## config.mk

```make
export PLATFORM = sky130hd
export DESIGN_NAME = dual_rail_sync_rx
export DESIGN_NICKNAME = d
export VERILOG_FILES = /design/src/rtl/dual_rail_sync_rx.sv
export SDC_FILE = /design/constraint.sdc
export NUM_CORES = 1
export LEC_CHECK = 0
export CAP_MARGIN = 20
export CELL_PAD_IN_SITES_DETAIL_PLACEMENT = 1
export CELL_PAD_IN_SITES_GLOBAL_PLACEMENT = 2
export CORE_MARGIN = 2
export CORE_UTILIZATION = 36
export CTS_CLUSTER_SIZE = 10
export DETAILED_ROUTE_END_ITERATION = 7
export PLACE_DENSITY = 0.76
export SYNTH_ARGS = -nofsm -noshare
export SYNTH_HDL_FRONTEND = slang
export SYNTH_SLANG_ARGS = --single-unit
```

## constraint.sdc

```tcl
create_clock -name clk -period 2.2 [get_ports clk]
set_input_delay 0.66 -clock clk [delete_from_list [all_inputs] [get_ports clk]]
set_output_delay 0.66 -clock clk [all_outputs]
set_load 0.05 [all_outputs]
```

## src/rtl/dual_rail_sync_rx.sv

```systemverilog
// dual_rail_sync_rx
//
// Receives a WIDTH-bit dual-rail token from an asynchronous sender and
// synchronizes it into the clk domain. It detects when every bit has
// arrived and presents the decoded word on a valid/ready interface. It
// then returns the link acknowledge to the sender.
//
// The link encoding is selected by ENC:
//   "TP" : two-phase (transition) signalling, ack toggles once per token
//   "FP" : four-phase return-to-zero, ack rises on accept, falls on spacer
//
// Ports:
//   clk       single clock
//   rst       asynchronous reset, active low
//   in        dual-rail link, per bit rail[1] encodes 1 and rail[0] encodes 0
//   ack       registered link acknowledge back to the sender
//   data_out  decoded word, valid while valid is high
//   valid     data_out holds a complete token
//   ready     consumer accepts data_out
//   err       sticky protocol error, cleared only by reset

module dual_rail_sync_rx #(
    parameter string ENC         = "TP",
    parameter int    WIDTH       = 2,
    parameter int    RAIL_NUM    = 2,
    parameter int    SYNC_STAGES = 2
) (
    input  logic                           clk,
    input  logic                           rst,
    input  logic [WIDTH-1:0][RAIL_NUM-1:0] in,
    output logic                           ack,
    output logic [WIDTH-1:0]               data_out,
    output logic                           valid,
    input  logic                           ready,
    output logic                           err
);

    localparam bit IsTp = (ENC == "TP");

    // Reject parameter combinations the decode logic cannot support.
    generate
        if (RAIL_NUM != 2) begin : gRailCheck
            $error("dual_rail_sync_rx: RAIL_NUM must be 2");
        end
        if (SYNC_STAGES < 2) begin : gStageCheck
            $error("dual_rail_sync_rx: SYNC_STAGES must be at least 2");
        end
        if (ENC != "TP" && ENC != "FP") begin : gEncCheck
            $error("dual_rail_sync_rx: ENC must be \"TP\" or \"FP\"");
        end
    endgenerate

    typedef enum logic [1:0] {IDLE, HOLD, RTZ, ERR} rxState_t;

    logic [WIDTH-1:0][RAIL_NUM-1:0] sync_q [SYNC_STAGES];
    logic [WIDTH-1:0][RAIL_NUM-1:0] syncRails;
    logic [WIDTH-1:0][RAIL_NUM-1:0] ref_q, ref_d;
    rxState_t                       state_q, state_d;
    logic                           ack_q, ack_d;
    logic                           valid_q, valid_d;
    logic                           err_q, err_d;
    logic [WIDTH-1:0]               data_q, data_d;
    logic [WIDTH-1:0]               bitDone, bitErr, bitSpacer, bitValue;
    logic [RAIL_NUM-1:0]            railCode;
    logic                           wordComplete, anyBitErr, allSpacer;

    // Every rail gets its own flop chain. Each rail moves monotonically at
    // most once per token phase, so a rail that is caught late only delays
    // completion. It can never produce a wrong word.
    always_ff @(posedge clk or negedge rst) begin
        if (!rst) begin
            for (int s = 0; s < SYNC_STAGES; s++) begin
                sync_q[s] <= '0;
            end
        end else begin
            sync_q[0] <= in;
            for (int s = 1; s < SYNC_STAGES; s++) begin
                sync_q[s] <= sync_q[s-1];
            end
        end
    end

    assign syncRails = sync_q[SYNC_STAGES-1];

    // Per-bit decode. In TP the information is carried by which rail has
    // toggled since the last accepted token, so the rails are compared
    // against ref_q. In FP the rail levels are decoded directly.
    always_comb begin
        bitDone   = '0;
        bitErr    = '0;
        bitSpacer = '0;
        bitValue  = '0;
        railCode  = '0;
        for (int i = 0; i < WIDTH; i++) begin
            railCode     = IsTp ? (syncRails[i] ^ ref_q[i]) : syncRails[i];
            bitDone[i]   = (railCode == 2'b01) || (railCode == 2'b10);
            bitErr[i]    = (railCode == 2'b11);
            bitValue[i]  = railCode[1];
            bitSpacer[i] = (syncRails[i] == 2'b00);
        end
    end

    assign wordComplete = &bitDone;
    assign anyBitErr    = |bitErr;
    assign allSpacer    = &bitSpacer;

    // State and output registers. The acknowledge is registered, so the
    // sender only ever sees a glitch-free ack.
    always_ff @(posedge clk or negedge rst) begin
        if (!rst) begin
            state_q <= IDLE;
            ref_q   <= '0;
            ack_q   <= 1'b0;
            valid_q <= 1'b0;
            err_q   <= 1'b0;
            data_q  <= '0;
        end else begin
            state_q <= state_d;
            ref_q   <= ref_d;
            ack_q   <= ack_d;
            valid_q <= valid_d;
            err_q   <= err_d;
            data_q  <= data_d;
        end
    end

    // Handshake FSM. A rail error has priority over every other transition
    // and locks the receiver in ERR with ack frozen. Reset is the only way
    // out, because the sender has to be reset alongside it.
    always_comb begin
        state_d = state_q;
        ref_d   = ref_q;
        ack_d   = ack_q;
        valid_d = valid_q;
        err_d   = err_q;
        data_d  = data_q;
        if (state_q != ERR && anyBitErr) begin
            state_d = ERR;
            valid_d = 1'b0;
            err_d   = 1'b1;
        end else begin
            case (state_q)
                IDLE: begin
                    if (wordComplete) begin
                        data_d  = bitValue;
                        valid_d = 1'b1;
                        state_d = HOLD;
                    end
                end
                HOLD: begin
                    if (ready) begin
                        valid_d = 1'b0;
                        if (IsTp) begin
                            ref_d   = syncRails;
                            ack_d   = ~ack_q;
                            state_d = IDLE;
                        end else begin
                            ack_d   = 1'b1;
                            state_d = RTZ;
                        end
                    end
                end
                RTZ: begin
                    if (allSpacer) begin
                        ack_d   = 1'b0;
                        state_d = IDLE;
                    end
                end
                ERR: begin
                    valid_d = 1'b0;
                    err_d   = 1'b1;
                end
                default: begin
                    state_d = ERR;
                    valid_d = 1'b0;
                    err_d   = 1'b1;
                end
            endcase
        end
    end

    assign ack      = ack_q;
    assign valid    = valid_q;
    assign err      = err_q;
    assign data_out = data_q;

endmodule

```

# Word-level counts from Yosys, hierarchy flattened
# Index checks and enable logic that the tools add are counted.
op_classes:
  addsub: 0
  n_eq_ne: 15
  div: 0
  reduce_logical: 18
  shifts: 0
  muxes: 14
  bitwise: 4
  multipliers: 0
  order_cmp: 0
op_table:
  columns: ["operator", "count"]
  rows:
  - ["$eq 2x2->1 const B", 6]
  - ["$reduce_and 4->1", 3]
  - ["$ne 3x3->1 const B", 3]
  - ["$mux 2", 4]
  - ["$reduce_bool 4->1", 2]
  - ["$mux 1", 7]
  - ["$eq 2x1->1 const B", 3]
  - ["$logic_not 2->1", 3]
  - ["$ne 2x2->1 const B", 3]
  - ["$pmux 2 s3", 1]
  - ["$reduce_and 3->1", 2]
  - ["$reduce_and 2->1", 2]
  - ["$reduce_bool 2->1", 2]
  - ["$xor 2x2->2", 2]
  - ["$pmux 1 s3", 1]
  - ["$logic_or 1x1->1", 2]
  - ["$not 1->1", 2]
  - ["$pmux 1 s2", 1]
  - ["$reduce_or 2->1", 1]
  - ["$logic_and 1x1->1", 1]
totals:
  mem_count: 0
  latch_bits: 0
  rom_bits: 0
  wordCells: 62
  ram_bits: 0
  regBits: 19

# Logic depth before layout (Yosys ltp)
depth:
  ltp_word: 7
  mapped_depth: 6
  depth_no_buf: 5

# Worst setup path after synthesis
# OpenSTA, ideal clock, no wires.
synth_timing:
  path_type: "register to register"
  startpoint: "register sync_q, in the netlist syncRails[3]"
  endpoint: "register ref_q[0] (netlist bit)"
  slack_ns: 0.503
  t_required_ns: 2.075
  stages_incl_launch_ff: 7
  period_less_slack_ns: 1.697
  path_buffers: 1
  t_arrival_ns: 1.572
  setup_ns: 0.125
  cell_sequence: "dfrtp_1 xor2_1 ha_1 o21bai_4 and3_1 buf_2 mux2_2"
synth_between:
  elab_chain_len: 6
synth_lines:
  columns: ["element", "line_no", "rtl"]
  rows:
  - ["from (decl)", "55", "logic [WIDTH-1:0][RAIL_NUM-1:0] sync_q [SYNC_STAGES];"]
  - ["from (signal, indexed assignment)", "78", "sync_q[s] <= sync_q[s-1];"]
  - ["$xor 2x2->2", "95", "railCode = IsTp ? (syncRails[i] ^ ref_q[i]) : syncRails[i];"]
  - ["via bitValue[1]", "63", "logic [WIDTH-1:0] bitDone, bitErr, bitSpacer, bitValue;"]
  - ["$eq 2x2->1", "97", "bitErr[i] = (railCode == 2'b11);"]
  - ["$reduce_or 2->1", "104", "assign anyBitErr = |bitErr;"]
  - ["$logic_and 1x1->1", "137", "if (state_q != ERR && anyBitErr) begin"]
  - ["$not 1->1 (no line)", null, null]
  - ["$reduce_and 3->1 (no line)", null, null]
  - ["to (signal assigned)", "119", "ref_q <= ref_d;"]
  - ["to (decl)", "57", "logic [WIDTH-1:0][RAIL_NUM-1:0] ref_q, ref_d;"]
# The timed path passes the listed nets, and every way through them passes these cells.
# A chain may end at the register's enable or synchronous reset.

# Final worst setup path
layout_timing:
  startpoint: "register err_q, in the netlist err"
  endpoint: "output err"
layout_rtl:
  columns: ["element", "line_no", "rtl"]
  rows:
  - ["from (decl)", "61", "logic err_q, err_d;"]
  - ["from (signal assigned)", "122", "err_q <= err_d;"]
  - ["to (decl)", "35", "output logic err"]
# No word-level cell between the ends.

==> impl_metrics.yaml <==
floorplanning:
  ioPinCount: 12
  die_area_um2: 2770
  placementRows: 17
  coreArea_um2: 2230
  dieHeight_um: 52.6
  die_w_um: 52.6
  start_util_pct: 38.1
cts:
  clk_pin_slew_ps: 120
  cts_hold_buffers: 0
  cts_tree: "built"
  clockBufferDepth: 2
  cts-root-buf: "clkbuf_4"
  clk_latency_ps: 300
  post_cts_buffers: 0
  cts_buffers: 3
  cts_num_sinks: 19
  cts_max_level: 1
logic_synthesis:
  ys_types: 27
  synthArstFlopShare_pct: 100
  yosysWarnings: 0
  synth.top_cells.by_count: "dfrtp_1, ha_1, mux2_2"
  synth_most_common_cell: "dfrtp_1"
  ys.flop_type: "dfrtp_1"
  yosysSeqAreaShare_pct: 55.9
  avgSynthCellArea_um2: 14.2
  synth_top_area_cell: "dfrtp_1"
  synthesis.nets: 74
  yosys.area.top_type_share_pct: 55.9
  yosys-top-cells-area: "dfrtp_1, ha_1, mux2_2"
  synth_edf_count: 0
  postSynthCellCount: 60
  synth_area_um2: 851
  ys_ff_latch: 19
grt:
  grt_usage_pct: 12.4
  grt-ovfl-total: 0
  grt_max_degree: 20
  grt_pass1_vias: 531
  grt_pass1_wl_um: 2390
  antenna_found_initial: 0
min_path:
  hold_path_class: "reg2reg"
timing:
  fin_skew_ps: 3.59
  timing.hold.ws_ps: 361
  grt_setup_unrepaired: "false"
  worstMarginPinSlew_ps: 500
  fin_tns_setup_ps: 0
  min_period_ps: 2110
  slew_violations: 0
  period_share_pct: 96.1
  finalSetupViolCount: 0
  finalHoldViolCount: 0
  slew_headroom_pct: 66.6
  fmax_mhz: 473
finish:
  drive_above_1_share_pct: 21.3
  syn_to_final_growth_pct: 21.5
  fillCellCount: 237
  num_antenna_cells: 0
  nNetsFinal: 90
setup_path:
  crit_path_start_kind: "flip-flop"
  path_class: "reg2out"
  slowest_delay_ps: 800
  crit_end: "err"
  worst-path-stages: 1
  ff2ff_path_depth: 5
  reg2reg_to: "ref_q[2]"
  cp_slowest_cell: "clkdlybuf4s50_1"
  reg2reg_from: "syncRails[3]"
  worst-endpoint-arrival_ps: 1450
  crit_path_max_fanout: 2
  critPathCaptureType: "output port"
  cp_data_required_time_ps: 1540
  reg2reg_slack_ps: 350
  cp_top_family: "buffers and inverters"
  critical_path_buf_inv_count: 1
  worstPathCellList: "clkdlybuf4s50_1"
  critPathLaunch: "err"
power_and_ir_drop:
  irDropWorstVdd_v: 0.000630
  power.leakage_nw: 0.485
  p_per_area_nw_per_um2: 1370
placement:
  post-dp-hpwl_um: 1120
  gp_congestion: 0.743
  port_buffers: 11
route:
  vias: 510
  wl_per_cell_um: 14.1
  drc_errors: 0
  drt_wl_total_um: 1460
  drt-initial-drc-count: 15
  vias_per_cell: 4.95
  dr.pass1.iters: 4
  ant_nets: 0
run:
  drv_cap: 0
run_status:
  outcome: "complete, no violations"
==> flip-flops by register name, summed over array words and instances, names as in the netlist <==
| register | cells |
|---|---|
| ref_q | 4 |
| syncRails | 4 |
| sync_q | 4 |
| data_out | 2 |
| state_q | 2 |
| ack | 1 |
| err | 1 |
| valid | 1 |
==> layout by cell type, fill, tap and decap left out, types with 2 or more instances in the layout <==
cell type and count:
dfrtp_1 19, xor2_1 4, inv_1 2, clkbuf_4 3
mux2_2 6, clkdlybuf4s50_1 7, ha_1 7, dlymetal6s2s_1 3
buf_4 2
==> per-layer routing <==
layer / track usage, % / vias to the layer above / wire (um)
met2: 20.4 / 11 / 695
li1: - / 244 / -
met1: 15.3 / 255 / 691
met3: 3.43 / 0 / 68
met5: 0 / - / 0
met4: 5.13 / 0 / 0
==> how the worst min path moves through the flow <==
stage / slack (ps) / end / from / cells past startpoint
2_1_floorplan: 330 / syncRails[0] / sync_q[4] / 0
3_3_place_gp: 330 / syncRails[1] / sync_q[5] / 0
3_5_place_dp: 340 / syncRails[2] / sync_q[6] / 0
4_1_cts: 360 / syncRails[2] / sync_q[6] / 0
5_1_grt: 370 / syncRails[1] / sync_q[5] / 0
6_report: 360 / syncRails[2] / sync_q[6] / 0
==> logic make-up (layout without fill, tap and decap cells) <==
group           count (synthesis)  in the layout  synth area share (%)
simple gates                    9              9                  6.62
buf+inv                         3             18                  1.47
fa+ha+maj                       7              7                  10.3
xor+xnor                        4              4                  4.12
mux                             7              7                  9.26
compound gates                 11             11                  12.4
flops                          19             19                  55.9
==> layout make-up <==
type / count / area [um2] / area share (%)
Sequential cell: 19 / 475 / 46.0
Tap cell: 28 / 35.0 / 3.39
Clock inverter: 1 / 7.51 / 0.726
Inverter: 2 / 7.51 / 0.726
Multi-Input combinational cell: 38 / 363 / 35.1
Clock buffer: 3 / 22.5 / 2.18
Timing Repair Buffer: 12 / 123 / 11.9
==> where the power goes <==
| group | total, W | switching [W] | internal [W] |
|---|---|---|---|
| clock network | 0.000186 | 0.000117 | 0.0000691 |
| logic | 0.000709 | 0.000384 | 0.000325 |
| registers | 0.000519 | 0.0000725 | 0.000447 |
| total | 0.00141 | 0.000574 | 0.000840 |
==> through the flow <==
step	total power, W	util, %	worst slack, ps	area, um2	cells
after global routing	0.00153	46.3	13.8	1030	103
final	0.00141	46.3	85.1	1030	103
after detailed placement	0.00125	44.6	250	996	99
after global placement	0.00123	44.6	266	996	99
after CTS	0.00144	45.9	22.0	1030	103
after floorplan	0.00106	-	503	851	60
==> what timing repair did <==
| action | CTS | global route |
|---|---|---|
| hold endpoints to repair | 0 | 0 |
| resized for setup | 0 | 3 |
| setup endpoints to repair | 0 | 3 |
No activity file was read; power rests on OpenSTA's default activity.
